==> config.mk <==
export PLATFORM = sky130hd
export DESIGN_NAME = fifo_rd_stream
export DESIGN_NICKNAME = d
export VERILOG_FILES = /design/src/rtl/fifo_rd_stream.sv
export SDC_FILE = /design/constraint.sdc
export NUM_CORES = 1
export LEC_CHECK = 0
export BUFFER_PORTS_ARGS = -buffer_cell sky130_fd_sc_hd__buf_2
export CAP_MARGIN = 20
export CORE_MARGIN = 1
export CORE_UTILIZATION = 57
export CTS_CLUSTER_DIAMETER = 40
export CTS_CLUSTER_SIZE = 30
export DETAILED_ROUTE_END_ITERATION = 10
export GPL_TIMING_DRIVEN = 0
export PLACE_DENSITY = 0.92
export SYNTH_ARGS = -nofsm -noshare
export SYNTH_HDL_FRONTEND = slang
export SYNTH_SLANG_ARGS = --single-unit
==> constraint.sdc <==
create_clock -name clk_i -period 4.2 [get_ports clk_i]
set_input_delay 0.84 -clock clk_i [delete_from_list [all_inputs] [get_ports clk_i]]
set_output_delay 0.84 -clock clk_i [all_outputs]
set_load 0.005 [all_outputs]
==> src/rtl/fifo_rd_stream.sv <==
// Fixed-latency FIFO read port to first-word-fall-through valid/ready stream with skid buffer.
// Define FIFO_RD_STREAM_REG_OUT_EN for a registered RAM output (read latency 2 instead of 1).
module fifo_rd_stream #(
    parameter int DW    = 16,
    parameter int CNT_W = 2
) (
    input  logic             clk_i,
    input  logic             rst_i,
    input  logic             fifo_empty_i,
    input  logic [DW-1:0]    fifo_dt_i,
    output logic             fifo_pop_o,
    output logic             fifo_flush_o,
    input  logic             flush_i,
    output logic             m_valid_o,
    input  logic             m_ready_i,
    output logic [DW-1:0]    m_dt_o,
    output logic [CNT_W-1:0] level_o,
    output logic             busy_o
);

`ifdef FIFO_RD_STREAM_REG_OUT_EN
    localparam int RAM_LAT = 2;
`else
    localparam int RAM_LAT = 1;
`endif
    localparam int BUF_DEPTH = RAM_LAT + 1;
    localparam int PTR_W     = $clog2(BUF_DEPTH);
    localparam int OCC_W     = CNT_W + 1;

    typedef enum logic [0:0] {
        ST_RUN   = 1'b0,
        ST_FLUSH = 1'b1
    } state_t;

    state_t             state_r;
    logic [CNT_W-1:0]   level_r;
    logic [CNT_W-1:0]   inflight_r;
    logic [PTR_W-1:0]   wr_ptr_r;
    logic [PTR_W-1:0]   rd_ptr_r;
    logic [DW-1:0]      buf_r [BUF_DEPTH];
    logic [RAM_LAT-1:0] pend_r;
    logic               valid_r;
    logic               busy_r;
    logic               flush_pulse_r;

    logic               run_s;
    logic               xfer_s;
    logic               ret_s;
    logic               cap_s;
    logic               pop_s;
    logic [OCC_W-1:0]   occ_s;
    logic [CNT_W-1:0]   level_nxt_s;
    logic [CNT_W-1:0]   inflight_nxt_s;
    logic [RAM_LAT-1:0] pend_nxt_s;

    function automatic logic [PTR_W-1:0] ptr_inc(input logic [PTR_W-1:0] p);
        if (p == PTR_W'(BUF_DEPTH - 1)) begin
            return {PTR_W{1'b0}};
        end else begin
            return p + PTR_W'(1);
        end
    endfunction

    // Handshake, pop admission and next-state counters; flush_i blocks both pop and transfer.
    always_comb begin
        run_s          = (state_r == ST_RUN) && !flush_i;
        xfer_s         = valid_r && m_ready_i && run_s;
        ret_s          = pend_r[RAM_LAT-1];
        cap_s          = ret_s && run_s;
        occ_s          = OCC_W'(inflight_r) + OCC_W'(level_r) - OCC_W'(xfer_s);
        pop_s          = run_s && !rst_i && !fifo_empty_i && (occ_s < OCC_W'(BUF_DEPTH));
        level_nxt_s    = level_r + CNT_W'(cap_s) - CNT_W'(xfer_s);
        inflight_nxt_s = inflight_r + CNT_W'(pop_s) - CNT_W'(ret_s);
        // pend_r[k] marks a pop issued k+1 cycles ago; the top bit is the word on fifo_dt_i now
        pend_nxt_s     = RAM_LAT'({pend_r, pop_s});
    end

    // Run/flush state machine with buffer, counters and registered status outputs.
    always_ff @(posedge clk_i or posedge rst_i) begin
        if (rst_i) begin
            state_r       <= ST_RUN;
            level_r       <= '0;
            inflight_r    <= '0;
            wr_ptr_r      <= '0;
            rd_ptr_r      <= '0;
            pend_r        <= '0;
            valid_r       <= 1'b0;
            busy_r        <= 1'b0;
            flush_pulse_r <= 1'b0;
            for (int i = 0; i < BUF_DEPTH; i++) begin
                buf_r[i] <= '0;
            end
        end else begin
            pend_r        <= pend_nxt_s;
            inflight_r    <= inflight_nxt_s;
            flush_pulse_r <= flush_i;
            case (state_r)
                ST_RUN: begin
                    if (flush_i) begin
                        state_r  <= ST_FLUSH;
                        level_r  <= '0;
                        wr_ptr_r <= '0;
                        rd_ptr_r <= '0;
                        valid_r  <= 1'b0;
                        busy_r   <= 1'b1;
                    end else begin
                        if (cap_s) begin
                            buf_r[wr_ptr_r] <= fifo_dt_i;
                            wr_ptr_r        <= ptr_inc(wr_ptr_r);
                        end
                        if (xfer_s) begin
                            rd_ptr_r <= ptr_inc(rd_ptr_r);
                        end
                        level_r <= level_nxt_s;
                        valid_r <= (level_nxt_s != '0);
                        busy_r  <= 1'b0;
                    end
                end
                ST_FLUSH: begin
                    // Returning words are dropped simply by never capturing them here
                    level_r  <= '0;
                    wr_ptr_r <= '0;
                    rd_ptr_r <= '0;
                    valid_r  <= 1'b0;
                    if (!flush_i && (inflight_r == '0)) begin
                        state_r <= ST_RUN;
                        busy_r  <= 1'b0;
                    end else begin
                        state_r <= ST_FLUSH;
                        busy_r  <= 1'b1;
                    end
                end
                default: begin
                    state_r  <= ST_RUN;
                    level_r  <= '0;
                    wr_ptr_r <= '0;
                    rd_ptr_r <= '0;
                    valid_r  <= 1'b0;
                    busy_r   <= 1'b0;
                end
            endcase
        end
    end

    assign fifo_pop_o   = pop_s;
    assign fifo_flush_o = flush_pulse_r;
    assign m_valid_o    = valid_r;
    assign m_dt_o       = buf_r[rd_ptr_r];
    assign level_o      = level_r;
    assign busy_o       = busy_r;

endmodule

==> results.md, run 1 <==
- Hold is met by 0.515 ns.
- The repair_antennas step left the layout with diodes totalling 0.
- For this design the static power due to leakage is 1.20 nW.
- The via total after detailed routing is 1186.
- The largest fanout on the critical path is 9.
- The floorplan step defined a core boundary enclosing 0.00310 mm2.
- The initial antenna violation count was 0.
- At the later pin of the worst-skew pair, clock insertion delay measures 0.35 ns.
- From left edge to right edge, the die measures 59.8 um.
- The count of yosys warnings during synthesis is 0.
- Input and output buffers added on the ports amount to 42.
- The sum of negative setup slack is 0 ns.
- The post-CTS setup-driven buffer insertion count is 0.
- Power spread over the standard cell area amounts to 421 mW/mm2.
- A synthesized cell averages 14.2 um2.
- The floorplan has 20 rows.
- Setup repair after global routing left no endpoint under its margin.
- The clock tree from TritonCTS is built.
- The post-synth net total is 160.
- The number of H-tree levels is 2.
- The via count normalized by instance count is 5.22.
- The final weighted congestion in routability-driven placement is 0.751.
- The critical path is of the primary input to output pin type.
- STA classifies the critical path endpoint as an output pin.
- The post-route minimum period is 3.56 ns.
- The kind of start point of the critical path is a primary input.
- The pre-antenna-repair detailed-routing pass consisted of 3 iterations.
- The detailed placer's ending HPWL is 2600 um.
- The count of unique library cells instantiated by Yosys is 22.
- The path type of the worst min-delay path is flop to flop.
- The setup skew after layout is 0.00804 ns.
- Of the cells placed in the final design, the portion with a size suffix greater than 1 is 0.568.
- In the final routed layout, each cell accounts on average for 15.2 um.
- The library cell used most frequently in the layout, excluding fill and tap cells, is sky130_fd_sc_hd__mux2_2.
- Of the available clock period, the critical path in the final layout requires 0.847.
- The post-synthesis cell count is 134.
- Setup violations remaining at the end of the flow were counted as 0.
- The library cells used most frequently in the layout, excluding fill and tap cells, are 48 x sky130_fd_sc_hd__mux2_2, 45 x sky130_fd_sc_hd__buf_2, 42 x sky130_fd_sc_hd__dfrtp_1.
- Summing every instance area after synthesis gives 0.00190 mm2.
- For the worst setup path, the data required time is 3.36 ns.
- The post-detailed-routing wire length is 3460 um.
- Across the run, the number of max-cap violations was 0.
- The flow ran to the end, and the final reports show no timing, DRC or antenna violations.
- For this run, the post-layout net count is 209.
- The final max-slew violation count was 0.
- Entering global routing, the biggest net connects 43 pins.
- The post-CTS resize count is 0.
- The buffer depth of the longest clock path is 2.
- For this run, the top clock speed supported by timing is 281 MHz.
- The worst-case IR drop observed on VDD is 266 uV.
- Across every metal layer, demand over resource in global routing totals 0.218.
- The count of nets left with antenna violations after detail routing is 0.
- The number of clock sinks is 42.
- The register bit count reported by yosys is 42.
- Of the synthesized area, sequential elements account for 0.552.
- In this run the tightest slew margin relative to its limit is 0.446.
- The area overhead of the layout relative to synthesis is 18.2%.
- The clock edge transition at the registers on the reported setup and hold paths is 0.10 ns.
- The master cell of the clock root buffer is sky130_fd_sc_hd__clkbuf_4.
- The number of clock buffers added by TritonCTS is 5.
- The via count of the first global-routing pass is 1216.
- The worst path arrival time is 2.72 ns.
- For this configuration, the core starts out at a cell density of 0.614.
- The remaining global-route overflow is 0.
- At the pin with the least slew margin, the transition time is 0.830 ns.
- During I/O placement, the number of pins put on the boundary was 43.
- The number of hold buffers added after CTS was 0.
- For this run, design rule violations remaining after detail routing come to 0.
- The die is 59.8 um tall.
- The final hold violation count is 0.
- The die covers 0.00358 mm2.
- The first global-routing pass estimated 5410 um of wire.
- The violation count after the first detailed-route iteration is 18.
==> sequential cells by signal (all words and copies together) (netlist names) <==
name	cells
rd_ptr_r	1
buf_r	32
wr_ptr_r	1
pend_r	1
m_valid_o	1
fifo_flush_o	1
level_o	2
inflight_r	2
busy_o	1
==> stage by stage <==
stage | total power, mW | worst slack (ns) | util | instance area, um2 | cells
after floorplan | 0.617 | 1.03 | - | 1900 | 134
after global placement | 0.681 | 0.720 | 0.699 | 2170 | 220
after detailed placement | 0.698 | 0.621 | 0.699 | 2170 | 220
after CTS | 0.957 | 0.617 | 0.725 | 2250 | 227
after global routing | 1.00 | 0.481 | 0.725 | 2250 | 227
final | 0.948 | 0.644 | 0.725 | 2250 | 227
==> cells in the mapped netlist <==
cell type	instances	area [um2]
sky130_fd_sc_hd__mux2_2	48	541
sky130_fd_sc_hd__dfrtp_1	42	1050
sky130_fd_sc_hd__inv_1	6	22.5
sky130_fd_sc_hd__nor2_1	5	18.8
sky130_fd_sc_hd__xnor2_1	5	43.8
sky130_fd_sc_hd__ha_1	4	50.1
sky130_fd_sc_hd__buf_2	3	15.0
sky130_fd_sc_hd__a21oi_1	2	10.0
sky130_fd_sc_hd__and3_1	2	12.5
sky130_fd_sc_hd__nand2_1	2	7.51
sky130_fd_sc_hd__nor3_1	2	10.0
sky130_fd_sc_hd__o21ai_0	2	10.0
sky130_fd_sc_hd__xor2_1	2	17.5
sky130_fd_sc_hd__a31oi_1	1	6.26
sky130_fd_sc_hd__buf_1	1	3.75
sky130_fd_sc_hd__buf_6	1	11.3
sky130_fd_sc_hd__buf_8	1	15.0
sky130_fd_sc_hd__fa_1	1	20.0
sky130_fd_sc_hd__nand2b_1	1	6.26
sky130_fd_sc_hd__nand3b_1	1	7.51
sky130_fd_sc_hd__nor3b_4	1	18.8
sky130_fd_sc_hd__or2_1	1	6.26
==> routing by layer <==
layer | track usage | wire, um | vias up
met5 | 0 | 0 | -
met4 | 0.0764 | 38 | 0
met3 | 0.0758 | 141 | 3
met2 | 0.397 | 1920 | 24
met1 | 0.230 | 1360 | 603
li1 | - | - | 556
==> final cells by class <==
class / count / area (um2)
clock inverter: 1 / 30.0
sequential: 42 / 1050
fill: 234 / 852
timing repair buffer: 42 / 210
tap: 44 / 55.1
multi-input combinational: 80 / 786
buffer: 6 / 45.0
clock buffer: 6 / 51.3
inverter: 6 / 22.5
==> path summary, 6_finish.rpt <==
path	end	from	cells after the start	slack, ns
min in group asynchronous	inflight_r[0]	rst_i	2	0.66
setup / recovery	fifo_pop_o	flush_i	9	0.64
setup reg to reg	inflight_r[1]	busy_o	10	1.55
hold / removal	buf_r[27]	buf_r[27]	1	0.51
max in group asynchronous	buf_r[11]	rst_i	2	3.02
hold reg to reg	buf_r[27]	buf_r[27]	1	0.51
==> where the power goes <==
part	internal [mW]	switching (mW)	total, mW
clock network	0.139	0.122	0.260
logic	0.118	0.0855	0.203
registers	0.455	0.0294	0.484
total	0.711	0.237	0.948
==> critical path, stage by stage <==
cell and delay, ns:
sky130_fd_sc_hd__buf_2 0.12, sky130_fd_sc_hd__or2_1 0.21, sky130_fd_sc_hd__buf_6 0.14, sky130_fd_sc_hd__nor3_1 0.31
sky130_fd_sc_hd__o21ai_0 0.19, sky130_fd_sc_hd__fa_1 0.41, sky130_fd_sc_hd__xor2_1 0.17, sky130_fd_sc_hd__and3_1 0.19
sky130_fd_sc_hd__buf_2 0.13
==> cell families (layout without fill, tap and decap cells) <==
kind of cell / Yosys count / in the layout / share of synthesized area
fa+ha+maj: 5 / 5 / 0.0368
xor+xnor: 7 / 7 / 0.0322
compound gates: 5 / 5 / 0.0138
buf+inv: 12 / 61 / 0.0355
mux: 48 / 48 / 0.284
simple gates: 15 / 15 / 0.0460
flops: 42 / 42 / 0.552
Note: power is estimated with default switching activity, not from simulation.
==> run 2: changes to the inputs <==
--- a/config.mk
+++ b/config.mk
@@ -8,12 +8,12 @@
 export BUFFER_PORTS_ARGS = -buffer_cell sky130_fd_sc_hd__buf_2
 export CAP_MARGIN = 20
 export CORE_MARGIN = 1
-export CORE_UTILIZATION = 57
+export CORE_UTILIZATION = 53
 export CTS_CLUSTER_DIAMETER = 40
 export CTS_CLUSTER_SIZE = 30
 export DETAILED_ROUTE_END_ITERATION = 10
 export GPL_TIMING_DRIVEN = 0
-export PLACE_DENSITY = 0.92
+export PLACE_DENSITY = 0.86
 export SYNTH_ARGS = -nofsm -noshare
 export SYNTH_HDL_FRONTEND = slang
 export SYNTH_SLANG_ARGS = --single-unit
==> constraint.sdc (replaced) <==
create_clock -name clk_i -period 3.45 [get_ports clk_i]
set_input_delay 0.69 -clock clk_i [delete_from_list [all_inputs] [get_ports clk_i]]
set_output_delay 0.69 -clock clk_i [all_outputs]
set_load 0.005 [all_outputs]
==> results.md, run 2 (synthesized netlist as in run 1, its figures left out) <==
- The timing-limited maximum frequency is 308 MHz.
- For this run the aggregate overflow at the end of global routing stands at 0.
- The tree is rooted in a sky130_fd_sc_hd__clkbuf_4.
- Summing internal, switching and leakage power gives 1.08 mW.
- The part of the power in combinational logic is 0.226.
- The start of the worst register-to-register path is busy_o.
- The number of buffers created by CTS is 5.
- The share of total power dissipated in sequential elements is 0.544.
- The area enclosed by the die boundary is 0.00384 mm2.
- The HPWL after detailed placement is 2410 um.
- The number of optimization iterations in the first detailed-route pass is 2.
- The worst setup slack after layout is 0.207 ns.
- In this run the critical register-to-register path is captured at inflight_r[1].
- The buffer depth of the longest clock path is 2.
- Summed over all failing endpoints, the final setup total negative slack is 0 ns.
- The count of cells in the finished layout, fillers not included, comes to 230.
- The worst path arrival time is 2.55 ns.
- Once detail routing completed, the nets flagged for antenna violations numbered 0.
- The depth of the worst register-to-register path is 10.
- The placement-stage cell area is 0.00217 mm2.
- The static leakage power is 1.19 nW.
- The final hold violation count was 0.
- For the pin with the worst max-slew slack, the measured transition is 0.849 ns.
- The average wire per standard cell is 14.1 um.
- The largest fanout on the critical path is 9.
- The number of hold buffers added after CTS is 0.
- Buffers placed on the I/O ports in this run total 42.
- After floorplanning, the core was divided into 21 placement rows.
- In the layout the commonest cells are 48 x sky130_fd_sc_hd__mux2_2, 45 x sky130_fd_sc_hd__buf_2, 42 x sky130_fd_sc_hd__dfrtp_1.
- The post-CTS setup-driven buffer insertion count is 0.
- The total global-route track usage is 0.192.
- Measured on the finished design, the core utilization comes to 0.660.
- The proportion of power drawn by the clock network is 0.230.
- The register with the most flip-flops in the layout has 32 of them.
- In the final layout, the share of cells above drive strength 1 is 0.571.
- The initial antenna violation count came to 0.
- The clock tree from TritonCTS is built.
- The portion of the clock cycle consumed by the worst path in the final layout is 0.940.
- The clock arrives with 0.00963 ns of skew.
- The post-route minimum period is 3.24 ns.
- The final max-slew violation count is 0.
- The effective utilization at floorplan is 0.562.
- The final net count is 209.
- The y dimension of the die is 61.9 um.
- The tightest min-delay check is of the primary input to flop type.
- The residual DRC count is 0.
- After detailed routing, the number of vias per cell comes to 5.21.
- OpenSTA, run right after detailed placement, puts the worst setup slack at 0.191 ns.
- The commonest non-fill, non-tap cell in the layout is sky130_fd_sc_hd__mux2_2.
- The area overhead of the layout relative to synthesis is 17.4%.
- Gates resized during post-CTS repair numbered 0.
- The via count of the first global-routing pass is 1238.
- The H-tree was split into 2 levels.
- After routing the design area is 0.00224 mm2.
- The global-route wire length before repair is 5170 um.
- The core region area is 0.00339 mm2.
- Setup violations remaining at the end of the flow were counted as 0.
- The beginning of the worst hold path is flush_i.
- The slack of the worst reg-to-reg path is 0.79 ns.
- Ranked by flip-flop count, first place goes to buf_r.
- The kind of start point of the critical path is a primary input.
- The number of clock sinks is 42.
- The maximum vdd drop is 312 uV.
- The remaining max-slew budget at the tightest pin is 0.433.
- The worst setup path is captured at an output pin.
- The switching power is 0.290 mW.
- Setup repair after global routing left no endpoint under its margin.
- The clock edge transition at the registers on the reported setup and hold paths is 0.11 ns.
- The tool flagged a number of max-cap violations equal to 0.
- The power density normalized to cell area is 485 mW/mm2.
- In this run, placement finished with an instance count of 222.
- The final weighted congestion in routability-driven placement is 0.688.
- Measured along the x axis, the die boundary spans 61.9 um.
- Entering global routing, the biggest net connects 43 pins.
- The number of antenna diodes is 0.
- The worst hold path terminates at fifo_flush_o.
- Along the worst hold path, the cell count comes to 1.
- The violation count after the first detailed-route iteration is 41.
- The worst setup path is of the primary input to output pin kind.
- The post-detailed-routing wire length is 3240 um.
- STA puts the critical path data required time at 2.76 ns.
- The final-layout worst hold slack is 0.489 ns.
- The clock latency on the worst-skew pair is 0.35 ns.
- The run finished with clean final reports.
- The total internal power is 0.794 mW.
- The via total after detailed routing is 1199.
- Of the total power, the share spent switching nets is 0.267.
- The total I/O pin count is 43.
[run 2: layout make-up]
class	count	area (um2)
multi-input combinational	80	786
sequential	42	1050
timing repair buffer	42	210
clock buffer	6	51.3
fill	276	1150
tap	46	57.6
clock inverter	2	12.5
inverter	6	22.5
buffer	6	45.0
[run 2: metal layers]
metal / up-vias / GRT usage / wire (um)
met2: 31 / 0.336 / 1660
met3: 5 / 0.0559 / 147
met5: - / 0 / 0
met1: 604 / 0.226 / 1390
met4: 0 / 0.0667 / 37
li1: 559 / - / -
[run 2: worst max path at each step]
stage | to | cells after the start | slack [ns] | from
floorplan | fifo_pop_o | 7 | 0.58 | flush_i
global placement | fifo_pop_o | 9 | 0.25 | flush_i
detailed placement | fifo_pop_o | 9 | 0.19 | flush_i
CTS | fifo_pop_o | 9 | 0.18 | flush_i
global route | fifo_pop_o | 8 | 0.04 | busy_o
finish | fifo_pop_o | 9 | 0.21 | flush_i
[run 2: critical path: stages]
cell and delay (ns):
sky130_fd_sc_hd__buf_2 0.12, sky130_fd_sc_hd__or2_1 0.22, sky130_fd_sc_hd__buf_6 0.14, sky130_fd_sc_hd__nor3_1 0.30
sky130_fd_sc_hd__o21ai_0 0.18, sky130_fd_sc_hd__fa_1 0.40, sky130_fd_sc_hd__xor2_1 0.16, sky130_fd_sc_hd__and3_1 0.22
sky130_fd_sc_hd__buf_2 0.13
[run 2: power by group through the flow]
stage / registers [mW] / clock network (mW) / logic (mW)
finish: 0.590 / 0.249 / 0.245
global placement: 0.594 / 0 / 0.235
global route: 0.600 / 0.280 / 0.278
detailed placement: 0.600 / 0 / 0.248
floorplan: 0.589 / 0 / 0.163
CTS: 0.591 / 0.259 / 0.250
==> run 3: changes to the inputs <==
--- a/config.mk
+++ b/config.mk
@@ -14,6 +14,7 @@
 export DETAILED_ROUTE_END_ITERATION = 10
 export GPL_TIMING_DRIVEN = 0
 export PLACE_DENSITY = 0.86
+export SKIP_CTS_REPAIR_TIMING = 1
 export SYNTH_ARGS = -nofsm -noshare
 export SYNTH_HDL_FRONTEND = slang
 export SYNTH_SLANG_ARGS = --single-unit
==> constraint.sdc (replaced) <==
create_clock -name clk_i -period 3.45 [get_ports clk_i]
set_input_delay 0.1725 -clock clk_i [delete_from_list [all_inputs] [get_ports clk_i]]
set_output_delay 0.1725 -clock clk_i [all_outputs]
set_load 0.005 [all_outputs]
==> results.md, run 3 (synthesized netlist as in run 1, its figures left out) <==
- The flow ran to the end, but the final reports show violations.
- The final reports fail on negative hold slack.
- After detailed routing, the number of remaining DRC violations is 0.
- In this run the worst path has a maximum fanout of 9.
- After layout, the design draws a total of 1.08 mW.
- The post-route minimum period is 2.76 ns.
- Across the whole layout, storage elements account for 0.00105 mm2.
- The master cell of the clock root buffer is sky130_fd_sc_hd__clkbuf_4.
- The met2 wire length is 1640 um.
- The critical path is of the primary input to output pin type.
- The endpoint class of the critical path is an output pin.
- On the final layout, the worst hold slack is -0.00290 ns.
- The slew at the pin with the worst max-slew slack is 0.849 ns.
- The final weighted congestion in routability-driven placement is 0.688.
- The slack of the worst reg-to-reg path is 0.79 ns.
- The first routing iteration left 43 violations.
- The total I/O pin count is 43.
- The number of endpoints failing setup at the final stage is 0.
- The commonest non-fill, non-tap cell in the layout is sky130_fd_sc_hd__mux2_2.
- The via count of the first global-routing pass is 1238.
- Of the cells placed in the final design, the portion with a size suffix greater than 1 is 0.568.
- Detailed placement ended at an HPWL of 2410 um.
- The clock tree synthesis step divided the H-tree into 2 levels.
- In the final layout, the multi-input gates occupy 786 um2.
- For this run, the post-layout net count is 210.
- The largest net degree at the start of global routing is 43.
- The sum of negative setup slack is 0 ns.
- Leaving out fill and tap cells, the most frequent cells in the layout are 48 x sky130_fd_sc_hd__mux2_2, 45 x sky130_fd_sc_hd__buf_2, 42 x sky130_fd_sc_hd__dfrtp_1.
- The number of buffers added on ports is 42.
- The startpoint identified for the worst register-to-register timing path is busy_o.
- In this run the critical register-to-register path is captured at inflight_r[1].
- The number of antenna diodes is 0.
- The worst path arrival time is 2.58 ns.
- The path class of the tightest hold or removal check is primary input to asynchronous set/reset pin.
- Fill cells in the final layout number 277.
- The final hold violation count came to 2.
- The number of clock sinks is 42.
- Across the VDD grid, the largest voltage drop is 312 uV.
- The die covers 0.00384 mm2.
- The floorplan step defined a core boundary enclosing 0.00339 mm2.
- The worst setup path is launched from a primary input.
- The timing-limited maximum frequency is 363 MHz.
- Measured on the finished design, the core utilization comes to 0.663.
- The detailed router put a total of 1400 um of wire on met1.
- The clock edge transition at the registers on the reported setup and hold paths is 0.11 ns.
- The effective utilization at floorplan is 0.562.
- Row generation in the floorplan step produced 21 rows.
- Dividing the final minimum period by the clock period gives 0.799.
- The average wire per standard cell is 14.0 um.
- The remaining global-route overflow is 0.
- At the worst endpoint, the required time is 3.28 ns.
- The register bank with the most flops is buf_r.
- The post-detailed-routing wire length is 3240 um.
- In this run the power density over the cells is 483 mW/mm2.
- The top layer reached by signal wires is met4.
- The amount of wire on met3 after detailed routing is 152 um.
- The global-route wire length before repair is 5170 um.
- The die is 61.9 um tall.
- Setup repair after global routing left no endpoint under its margin.
- The count of nets left with antenna violations after detail routing is 0.
- Using the TritonRoute via totals, the vias-per-cell ratio works out to 5.20.
- The destination of the critical timing path is fifo_pop_o.
- The clock passes through at most 2 buffers.
- The final max-slew violation count is 0.
- The total global-route track usage is 0.192.
- The source of the critical timing path is flush_i.
- The number of buffers created by CTS is 5.
- Clock skew on the completed layout was measured at 0.00965 ns.
- The clock latency on the worst-skew pair is 0.34 ns.
- The register with the most flip-flops in the layout has 32 of them.
- The analysis attributes to cell leakage a power of 1.19 nW.
- The remaining max-slew budget at the tightest pin is 0.433.
- Summing over every cut layer, the via total after detailed routing is 1202.
- The initial antenna violation count is 0.
- Before antenna repair, the detailed router went through 2 iterations.
- Across the run, the number of max-cap violations was 0.
- The die is 61.9 um wide.
- The clock tree from TritonCTS is built.
- From synthesis to final layout, the design area changed by 17.9%.
- The worst register-to-register path has a depth of 10.
-- run 3: stage by stage --
step	hold slack, ns	setup WS, ns	instance area (um2)	instances
2_1_floorplan	0.204	0.961	1900	134
6_report	-0.00290	0.694	2250	231
3_3_place_gp	0.316	0.884	2170	222
5_1_grt	0.0361	0.536	2250	231
3_5_place_dp	0.321	0.817	2170	222
4_1_cts	-0.0411	0.700	2240	230
-- run 3: power breakdown --
group / switching, mW / internal [mW] / leakage (nW) / total (mW)
Clock: 0.151 / 0.0980 / 0.0343 / 0.249
Sequential: 0.0366 / 0.554 / 0.573 / 0.590
Combinational: 0.102 / 0.143 / 0.583 / 0.246
-- run 3: layout make-up --
class	instances	area share
clock inverters	2	0.00557
flip-flops and latches	42	0.468
clock buffers	6	0.0228
well taps	46	0.0256
multi-input cells	80	0.350
inverters	6	0.0100
plain buffers	6	0.0201
repair buffers	43	0.0981
-- run 3: worst min-delay path by stage --
stage,startpoint,end,slack (ns),cells after the start
floorplan,flush_i,fifo_flush_o,0.20,0
global placement,flush_i,fifo_flush_o,0.32,1
detailed placement,flush_i,fifo_flush_o,0.32,1
CTS,flush_i,fifo_flush_o,-0.04,1
global route,fifo_dt_i[14],buf_r[14],0.04,2
finish,rst_i,level_o[1],-0.003,2
-- run 3: critical path, stage by stage --
cell and delay, ns:
sky130_fd_sc_hd__dlygate4sd3_1 0.53, sky130_fd_sc_hd__buf_2 0.14, sky130_fd_sc_hd__or2_1 0.22, sky130_fd_sc_hd__buf_6 0.14, sky130_fd_sc_hd__nor3_1 0.30, sky130_fd_sc_hd__o21ai_0 0.18, sky130_fd_sc_hd__fa_1 0.40, sky130_fd_sc_hd__xor2_1 0.16
sky130_fd_sc_hd__and3_1 0.22, sky130_fd_sc_hd__buf_2 0.13
-- run 3: layer usage --
layer	up-vias	global-route usage
li1	561	-
met1	605	0.226
met2	31	0.336
met3	5	0.0559
met4	0	0.0667
met5	-	0
